File: src/rtl/tamagotchi_pkg.sv
// Shared definitions for the pet core: one-hot estado codes, attribute width and bounds,
// plus the estado decoder and the low-level alert helper.
package tamagotchi_pkg;

   localparam int ATTR_W = 8;
   localparam logic [ATTR_W-1:0] ATTR_MIN = 8'd0;
   localparam logic [ATTR_W-1:0] ATTR_MAX = 8'd255;

   localparam logic [4:0] INTRO      = 5'b00000;
   localparam logic [4:0] IDLE       = 5'b00001;
   localparam logic [4:0] DORMINDO   = 5'b00010;
   localparam logic [4:0] COMENDO    = 5'b00100;
   localparam logic [4:0] DANDO_AULA = 5'b01000;
   localparam logic [4:0] MORTO      = 5'b10000;

   typedef enum logic [2:0] {
      MODO_INTRO    = 3'd0,
      MODO_IDLE     = 3'd1,
      MODO_DORMINDO = 3'd2,
      MODO_COMENDO  = 3'd3,
      MODO_AULA     = 3'd4,
      MODO_MORTO    = 3'd5
   } modo_t;

   // Unknown and multi-hot codes fall back to plain decay.
   function automatic modo_t decodifica_estado(input logic [4:0] estado);
      case (estado)
         INTRO:      return MODO_INTRO;
         IDLE:       return MODO_IDLE;
         DORMINDO:   return MODO_DORMINDO;
         COMENDO:    return MODO_COMENDO;
         DANDO_AULA: return MODO_AULA;
         MORTO:      return MODO_MORTO;
         default:    return MODO_IDLE;
      endcase
   endfunction

   function automatic logic [2:0] calcula_alerta(
      input logic [ATTR_W-1:0] fome,
      input logic [ATTR_W-1:0] felicidade,
      input logic [ATTR_W-1:0] sono,
      input logic [ATTR_W-1:0] limiar
   );
      return {(fome < limiar), (felicidade < limiar), (sono < limiar)};
   endfunction

endpackage

File: src/rtl/atributos_if.sv
// Attribute bus between the state controller (estado) and the attribute manager.
interface atributos_if;
   import tamagotchi_pkg::*;

   logic [4:0]        estado;
   logic [ATTR_W-1:0] fome;
   logic [ATTR_W-1:0] felicidade;
   logic [ATTR_W-1:0] sono;
   logic [2:0]        alerta;
   logic              tick;

   modport master (
      input  estado,
      output fome,
      output felicidade,
      output sono,
      output alerta,
      output tick
   );

   modport slave (
      output estado,
      input  fome,
      input  felicidade,
      input  sono,
      input  alerta,
      input  tick
   );

endinterface

File: src/rtl/atualizador_saturado.sv
// Combinational add/subtract of one attribute, clamped to [ATTR_MIN, ATTR_MAX].
module atualizador_saturado
   import tamagotchi_pkg::*;
(
   input  logic [ATTR_W-1:0] valor,
   input  logic [ATTR_W-1:0] quantidade,
   input  logic              subtrair,
   output logic [ATTR_W-1:0] resultado
);

   logic [ATTR_W:0] soma_s;
   logic [ATTR_W:0] diferenca_s;

   assign soma_s      = {1'b0, valor} + {1'b0, quantidade};
   assign diferenca_s = {1'b0, valor} - {1'b0, quantidade};

   // The ninth bit flags overflow on add and borrow on subtract.
   always_comb begin
      resultado = valor;
      if (subtrair) begin
         resultado = diferenca_s[ATTR_W] ? ATTR_MIN : diferenca_s[ATTR_W-1:0];
      end else begin
         resultado = soma_s[ATTR_W] ? ATTR_MAX : soma_s[ATTR_W-1:0];
      end
   end

endmodule

File: src/rtl/gerenciador_atributos.sv
// Attribute manager: periodic tick generator plus per-estado update of fome/felicidade/sono
// with saturating arithmetic and registered low-level alerts.
module gerenciador_atributos
   import tamagotchi_pkg::*;
#(
   parameter int TICK_CYCLES   = 4194304,
   parameter int VALOR_INICIAL = 128,
   parameter int DECAIMENTO    = 1,
   parameter int GANHO         = 16,
   parameter int LIMIAR_BAIXO  = 32
) (
   input logic        clk,
   input logic        reset,
   atributos_if.master bus
);

   localparam int                CNT_W      = $clog2(TICK_CYCLES);
   localparam logic [CNT_W-1:0]  CNT_ULTIMO = CNT_W'(TICK_CYCLES - 1);
   localparam logic [CNT_W-1:0]  CNT_ZERO   = {CNT_W{1'b0}};
   localparam logic [CNT_W-1:0]  CNT_UM     = CNT_W'(1);
   localparam logic [ATTR_W-1:0] VAL_INI    = ATTR_W'(VALOR_INICIAL);
   localparam logic [ATTR_W-1:0] DEC_Q      = ATTR_W'(DECAIMENTO);
   localparam logic [ATTR_W-1:0] DEC2_Q     = ATTR_W'(2 * DECAIMENTO);
   localparam logic [ATTR_W-1:0] GAN_Q      = ATTR_W'(GANHO);
   localparam logic [ATTR_W-1:0] LIM_Q      = ATTR_W'(LIMIAR_BAIXO);

   logic [CNT_W-1:0]  cnt_r;
   logic [ATTR_W-1:0] fome_r;
   logic [ATTR_W-1:0] felicidade_r;
   logic [ATTR_W-1:0] sono_r;
   logic [2:0]        alerta_r;

   modo_t             modo_s;
   logic              intro_s;
   logic              tick_s;
   logic [ATTR_W-1:0] qtd_fome_s;
   logic [ATTR_W-1:0] qtd_felicidade_s;
   logic [ATTR_W-1:0] qtd_sono_s;
   logic              sub_fome_s;
   logic              sub_felicidade_s;
   logic              sub_sono_s;
   logic [ATTR_W-1:0] res_fome_s;
   logic [ATTR_W-1:0] res_felicidade_s;
   logic [ATTR_W-1:0] res_sono_s;
   logic [ATTR_W-1:0] fome_n_s;
   logic [ATTR_W-1:0] felicidade_n_s;
   logic [ATTR_W-1:0] sono_n_s;

   assign modo_s  = decodifica_estado(bus.estado);
   assign intro_s = (modo_s == MODO_INTRO);
   // tick marks exactly the edge at which attributes change, so reset and INTRO suppress it.
   assign tick_s  = (cnt_r == CNT_ULTIMO) && !reset && !intro_s;

   // Amount and direction for each attribute in the current estado.
   always_comb begin
      qtd_fome_s       = DEC_Q;
      qtd_felicidade_s = DEC_Q;
      qtd_sono_s       = DEC_Q;
      sub_fome_s       = 1'b1;
      sub_felicidade_s = 1'b1;
      sub_sono_s       = 1'b1;
      case (modo_s)
         MODO_COMENDO: begin
            qtd_fome_s = GAN_Q;
            sub_fome_s = 1'b0;
         end
         MODO_DORMINDO: begin
            qtd_sono_s = GAN_Q;
            sub_sono_s = 1'b0;
         end
         MODO_AULA: begin
            qtd_felicidade_s = GAN_Q;
            sub_felicidade_s = 1'b0;
            qtd_sono_s       = DEC2_Q;
         end
         default: begin
            qtd_fome_s = DEC_Q;
         end
      endcase
   end

   atualizador_saturado u_sat_fome (
      .valor      (fome_r),
      .quantidade (qtd_fome_s),
      .subtrair   (sub_fome_s),
      .resultado  (res_fome_s)
   );

   atualizador_saturado u_sat_felicidade (
      .valor      (felicidade_r),
      .quantidade (qtd_felicidade_s),
      .subtrair   (sub_felicidade_s),
      .resultado  (res_felicidade_s)
   );

   atualizador_saturado u_sat_sono (
      .valor      (sono_r),
      .quantidade (qtd_sono_s),
      .subtrair   (sub_sono_s),
      .resultado  (res_sono_s)
   );

   // Next attribute values: reload in INTRO, update on tick unless MORTO, otherwise hold.
   always_comb begin
      fome_n_s       = fome_r;
      felicidade_n_s = felicidade_r;
      sono_n_s       = sono_r;
      if (intro_s) begin
         fome_n_s       = VAL_INI;
         felicidade_n_s = VAL_INI;
         sono_n_s       = VAL_INI;
      end else if (tick_s && (modo_s != MODO_MORTO)) begin
         fome_n_s       = res_fome_s;
         felicidade_n_s = res_felicidade_s;
         sono_n_s       = res_sono_s;
      end else begin
         fome_n_s       = fome_r;
         felicidade_n_s = felicidade_r;
         sono_n_s       = sono_r;
      end
   end

   // Tick counter, attribute registers and alerts derived from the same next values.
   always_ff @(posedge clk) begin
      if (reset) begin
         cnt_r        <= CNT_ZERO;
         fome_r       <= VAL_INI;
         felicidade_r <= VAL_INI;
         sono_r       <= VAL_INI;
         alerta_r     <= calcula_alerta(VAL_INI, VAL_INI, VAL_INI, LIM_Q);
      end else begin
         if (intro_s || (cnt_r == CNT_ULTIMO)) begin
            cnt_r <= CNT_ZERO;
         end else begin
            cnt_r <= cnt_r + CNT_UM;
         end
         fome_r       <= fome_n_s;
         felicidade_r <= felicidade_n_s;
         sono_r       <= sono_n_s;
         alerta_r     <= calcula_alerta(fome_n_s, felicidade_n_s, sono_n_s, LIM_Q);
      end
   end

   assign bus.fome       = fome_r;
   assign bus.felicidade = felicidade_r;
   assign bus.sono       = sono_r;
   assign bus.alerta     = alerta_r;
   assign bus.tick       = tick_s;

endmodule

File: src/flat_wrapper.sv
// flat-port wrapper written by rule: the top's interface ports become plain ports
module gerenciador_atributos_flat import tamagotchi_pkg::*;
#(
   parameter int TICK_CYCLES   = 4194304,
   parameter int VALOR_INICIAL = 128,
   parameter int DECAIMENTO    = 1,
   parameter int GANHO         = 16,
   parameter int LIMIAR_BAIXO  = 32
)
  (clk, reset, bus_estado, bus_fome, bus_felicidade, bus_sono, bus_alerta, bus_tick);
  atributos_if bus_i ();
  input logic clk;
  input logic reset;
  input wire logic [$bits(bus_i.estado)-1:0] bus_estado;
  output wire logic [$bits(bus_i.fome)-1:0] bus_fome;
  output wire logic [$bits(bus_i.felicidade)-1:0] bus_felicidade;
  output wire logic [$bits(bus_i.sono)-1:0] bus_sono;
  output wire logic [$bits(bus_i.alerta)-1:0] bus_alerta;
  output wire logic [$bits(bus_i.tick)-1:0] bus_tick;
  assign bus_i.estado = bus_estado;
  assign bus_fome = bus_i.fome;
  assign bus_felicidade = bus_i.felicidade;
  assign bus_sono = bus_i.sono;
  assign bus_alerta = bus_i.alerta;
  assign bus_tick = bus_i.tick;
  gerenciador_atributos #(.TICK_CYCLES(TICK_CYCLES), .VALOR_INICIAL(VALOR_INICIAL), .DECAIMENTO(DECAIMENTO), .GANHO(GANHO), .LIMIAR_BAIXO(LIMIAR_BAIXO)) u_core (.clk(clk), .reset(reset), .bus(bus_i));
endmodule
File: config.mk
export PLATFORM = sky130hd
export DESIGN_NAME = gerenciador_atributos_flat
export DESIGN_NICKNAME = d
export VERILOG_FILES = /design/src/rtl/tamagotchi_pkg.sv /design/src/rtl/atributos_if.sv /design/src/rtl/atualizador_saturado.sv /design/src/rtl/gerenciador_atributos.sv /design/src/flat_wrapper.sv
export SDC_FILE = /design/constraint.sdc
export NUM_CORES = 1
export LEC_CHECK = 0
export ABC_AREA = 0
export BUFFER_PORTS_ARGS = -buffer_cell sky130_fd_sc_hd__buf_2
export CORE_ASPECT_RATIO = 0.9
export CORE_UTILIZATION = 44
export CTS_BUF_LIST = sky130_fd_sc_hd__clkbuf_2
export DETAILED_ROUTE_END_ITERATION = 8
export GPL_ROUTABILITY_DRIVEN = 0
export MAX_ROUTING_LAYER = met4
export PLACE_DENSITY = 0.59
export SETUP_SLACK_MARGIN = 0.4
export SYNTH_ARGS = -nofsm -noshare
export SYNTH_HDL_FRONTEND = slang
export SYNTH_SLANG_ARGS = --single-unit
File: constraint.sdc
create_clock -name clk -period 9.4 [get_ports clk]
set_clock_uncertainty 0.1 [all_clocks]
set_input_delay 1.41 -clock clk [delete_from_list [all_inputs] [get_ports clk]]
set_output_delay 1.41 -clock clk [all_outputs]
set_load 0.03 [all_outputs]
==> impl_results.rst <==
.. list-table::
   :header-rows: 1

   * - Metric
     - Value
   * - First drt pass iteration count
     - 5
   * - Endpoint of the worst setup timing path
     - u_core.bus.sono[3]$_SDFFE_PP0P_
   * - Worst-case headroom to the max-slew limit
     - about 56%
   * - Top FF cell, synth
     - dfxtp_1
   * - Status
     - finished, final reports clean
   * - Worst Max-Slew Pin Slew
     - approximately 0.66 ns
   * - Sort of element at the end of the critical path
     - flop
   * - Dominant cell type by area after synthesis
     - dfxtp_1
   * - Number of synthesized register bits
     - between 40 and 50
   * - Part of the cycle the worst path needs
     - ~50%
   * - Setup slack after placement
     - 4.193 ns
   * - Hold Slack
     - around 0.4 ns
   * - Min Clock Period, post-route
     - between 4 and 5 ns
   * - Final number of max-transition violations
     - 0
   * - TritonCTS buffer count
     - 5
   * - Number of design rule violations left after detail routing
     - 0
   * - Largest net degree at the start of global routing
     - 27
   * - Async set-or-reset flop fraction in the synthesized netlist
     - 0%
   * - Number of distinct library cell variants in the gate-level netlist after synthesis
     - 66
   * - Final-layout fill cell count
     - 789
   * - Area growth from synthesis to layout
     - 7.254%
   * - Number of enable-type register cells in the synthesized netlist
     - 0
   * - Fraction of final layout cells sized beyond drive strength 1
     - between 10% and 20%
   * - Average cell area after synthesis
     - ~7.8 um2
   * - Share of the core filled with cells
     - about half
   * - All-Layer GR Usage
     - between 20% and 30%
   * - Post-CTS Repair Setup Buffers
     - 0
   * - Part of the total power dissipated in the clock network
     - between 20 and 30%
   * - Detailed Place HPWL
     - slightly above 6 mm
   * - Clock insertion delay at the later pin of the skew report
     - between 0.4 and 0.5 ns
   * - Critical R2R Launch
     - u_core.cnt_r[0]$_SDFF_PP0_
   * - Number of cells traversed by the worst hold path
     - 1
   * - Power per unit of standard cell area
     - between 80 and 90 mW/mm2
   * - Path depth of the worst reg2reg path
     - 6
   * - Cell area after technology mapping
     - between 0.003 and 0.004 mm2
   * - Net switching component of the power
     - around 0.000096 W
   * - Number of antenna violations at the first check in global routing
     - 0
   * - Final hold viol count
     - 0
   * - Worst vdd ir
     - between 0.04 and 0.05 mV
   * - Global-route wire length before repair
     - around 14 mm
   * - Post-Syn Instances
     - 441
   * - Sequential fraction of the synthesis area
     - between 20 and 30%
   * - Syn Nets
     - roughly 470
   * - Routed WL per cell
     - 15.58 um
   * - Congestion Overflow GR
     - 0
   * - Die outline width
     - 95.33 um
   * - Internal cell power
     - around 0.00024 W
   * - Port Buffers
     - 34
   * - Worst hold path type
     - reg2reg
   * - Buffer levels on the longest clock path
     - 2
   * - Average via count per standard cell
     - 5.998
   * - Maximum fanout along the worst path
     - 15
   * - TritonCTS clock tree
     - done
   * - Data arrival time of the critical path
     - around 5.0 ns
   * - Total Nets Final
     - approximately 490
   * - Antenna viol nets, final
     - 0
   * - Sequential fraction of design power
     - 63.6%
   * - Clock root cell
     - clkbuf_2
   * - # resized after CTS
     - 0
   * - Final setup violating endpoints
     - 0
   * - Worst-case register-to-register setup slack
     - ~6.7 ns
   * - Minimum setup slack in the final design
     - between 4 and 5 ns
   * - Kind of start point of the critical path
     - primary input
   * - Combinational Power Share
     - ~7.4%
   * - Leakage power total
     - ~1.5 nW
   * - Iter 0 DRT Violations
     - 116
   * - Clock sink count
     - just under 50
   * - Antenna cells
     - 0
   * - Category of the most critical setup path
     - in2reg
   * - Total number of H-tree levels
     - 2
   * - Y dimension of the die
     - approximately 86 um
   * - Io pins
     - 35
   * - Portion of synthesized cell area occupied by the leading cell type
     - 28.44%
   * - Data required time of the critical path
     - 9.66 ns
   * - Via count of the first global-routing pass
     - 2982
   * - Total number of vias
     - around 3300
   * - Number of standard-cell rows in the floorplan
     - 30
   * - Floorplan die area
     - a little over 0.008 mm2
   * - End of the worst register-to-register path
     - u_core.bus.alerta[2]$_SDFF_PP0_
   * - RSZ-0062 raised after global routing
     - no
   * - Ranking of synthesized cells by area
     - dfxtp_1 28%, ha_1 6.9%, nor2_1 5.3%
   * - Setup TNS Final
     - 0 ns
   * - Number of maximum-capacitance violations
     - 0
   * - Cts hold-fix bufs
     - 0
   * - Achievable frequency
     - 210.9 MHz
   * - Synth Warn #
     - 0
   * - Switching Fraction
     - between 20 and 30%
   * - Initial core utilization
     - between 40% and 50%
   * - Worst setup path startpoint
     - bus_estado[1]
   * - Clock-pin slew on the worst setup and hold paths
     - between 0.2 and 0.3 ns
   * - Wire length reported by the detailed router
     - approximately 8.7 mm
   * - Core Region
     - between 0.007 and 0.008 mm2
## cell type report
cell class / instances / area, um2 / area share, %
Clock buffer: 5 / 25.02 / 0.6764
Sequential cell: 49 / 980.9 / 26.51
Inverter: 24 / 90.09 / 2.435
Timing Repair Buffer: 36 / 185.2 / 5.005
Tap cell: 96 / 120.1 / 3.247
Clock inverter: 3 / 22.52 / 0.6087
Multi-Input combinational cell: 345 / 2276 / 61.51
## layer usage
layer / GRT usage (%) / part of all wire [%] / vias up
li1: - / - / 1661
met1: 31.72 / 47 / 1563
met2: 34.16 / 45 / 112
met3: 3.457 / 6.2 / 11
met4: 6.474 / 1.3 / 0
met5: - / 0 / -
## logic make-up (layout without fill, tap and decap cells)
family | after synthesis | in the layout | share of synthesized area [%]
compound gates | 121 | 121 | 23.32
flops | 49 | 49 | 28.44
buf+inv | 47 | 68 | 5.585
fa+ha+maj | 21 | 21 | 8.052
xor+xnor | 21 | 21 | 5.332
simple gates | 182 | 182 | 29.27
## power groups by stage
stage                     combinational (W)  sequential (W)   clock, W
after global routing              0.0000275        0.000212   0.000109
after CTS                         0.0000245        0.000211   0.000101
after detailed placement          0.0000244        0.000215          0
after floorplan                   0.0000164        0.000214          0
final                             0.0000245        0.000211  0.0000963
after global placement            0.0000242        0.000215          0
## cells in the mapped netlist, drive strengths merged, types with 11 or more instances
cell    count
dfxtp      49
nand3      25
o21ai      28
clkbuf     13
nand2      31
nor4       11
nor2       49
xor2       11
a21oi      32
ha         19
inv        24
nor3       14
o211ai     11
## worst max-delay path, stage by stage
cell      delay [ns]
buf_2           0.15
nor4_2          0.53
nand2_1         0.45
inv_1           0.49
nor2_1          0.14
ha_1            0.25
fa_1            0.45
a41oi_1         0.31
o211ai_1        0.27
nand2b_1        0.25
a21oi_1         0.13
a221o_1         0.11
o21ai_0         0.06
## stage by stage
stage               instance area (um2)  cells  total power, W
finish                             3700    558       0.0003319
global placement                   3652    550       0.0002387
global route                       3700    558       0.0003479
CTS                                3700    558       0.0003362
floorplan                          3450    441       0.0002308
detailed placement                 3652    550       0.0002389
## state kept, by name, summed over array words and instances, names as in the netlist
signal	cells
u_core.bus.fome	8
u_core.bus.alerta	3
u_core.bus.felicidade	8
u_core.cnt_r	22
u_core.bus.sono	8
## placed cells by master, fill, tap and decap left out, types with 10 or more instances in the layout
cell type and instances:
nor2_1 49, dfxtp_1 49, buf_2 34, a21oi_1 32, nand2_1 30, o21ai_0 27
nand3_1 25, inv_1 23, ha_1 19, nor3_1 14, xor2_1 11, o211ai_1 11
xnor2_1 10
## how the worst min path moves through the flow
stage                                     from  slack (ns)                         end
detailed placement  u_core.cnt_r[0]$_SDFF_PP0_        0.35  u_core.cnt_r[0]$_SDFF_PP0_
finish              u_core.cnt_r[0]$_SDFF_PP0_        0.40  u_core.cnt_r[0]$_SDFF_PP0_
floorplan           u_core.cnt_r[0]$_SDFF_PP0_        0.33  u_core.cnt_r[0]$_SDFF_PP0_
global placement    u_core.cnt_r[0]$_SDFF_PP0_        0.34  u_core.cnt_r[0]$_SDFF_PP0_
global route        u_core.cnt_r[0]$_SDFF_PP0_        0.43  u_core.cnt_r[0]$_SDFF_PP0_
CTS                 u_core.cnt_r[0]$_SDFF_PP0_        0.40  u_core.cnt_r[0]$_SDFF_PP0_
Power figures use the tool's default switching activity.
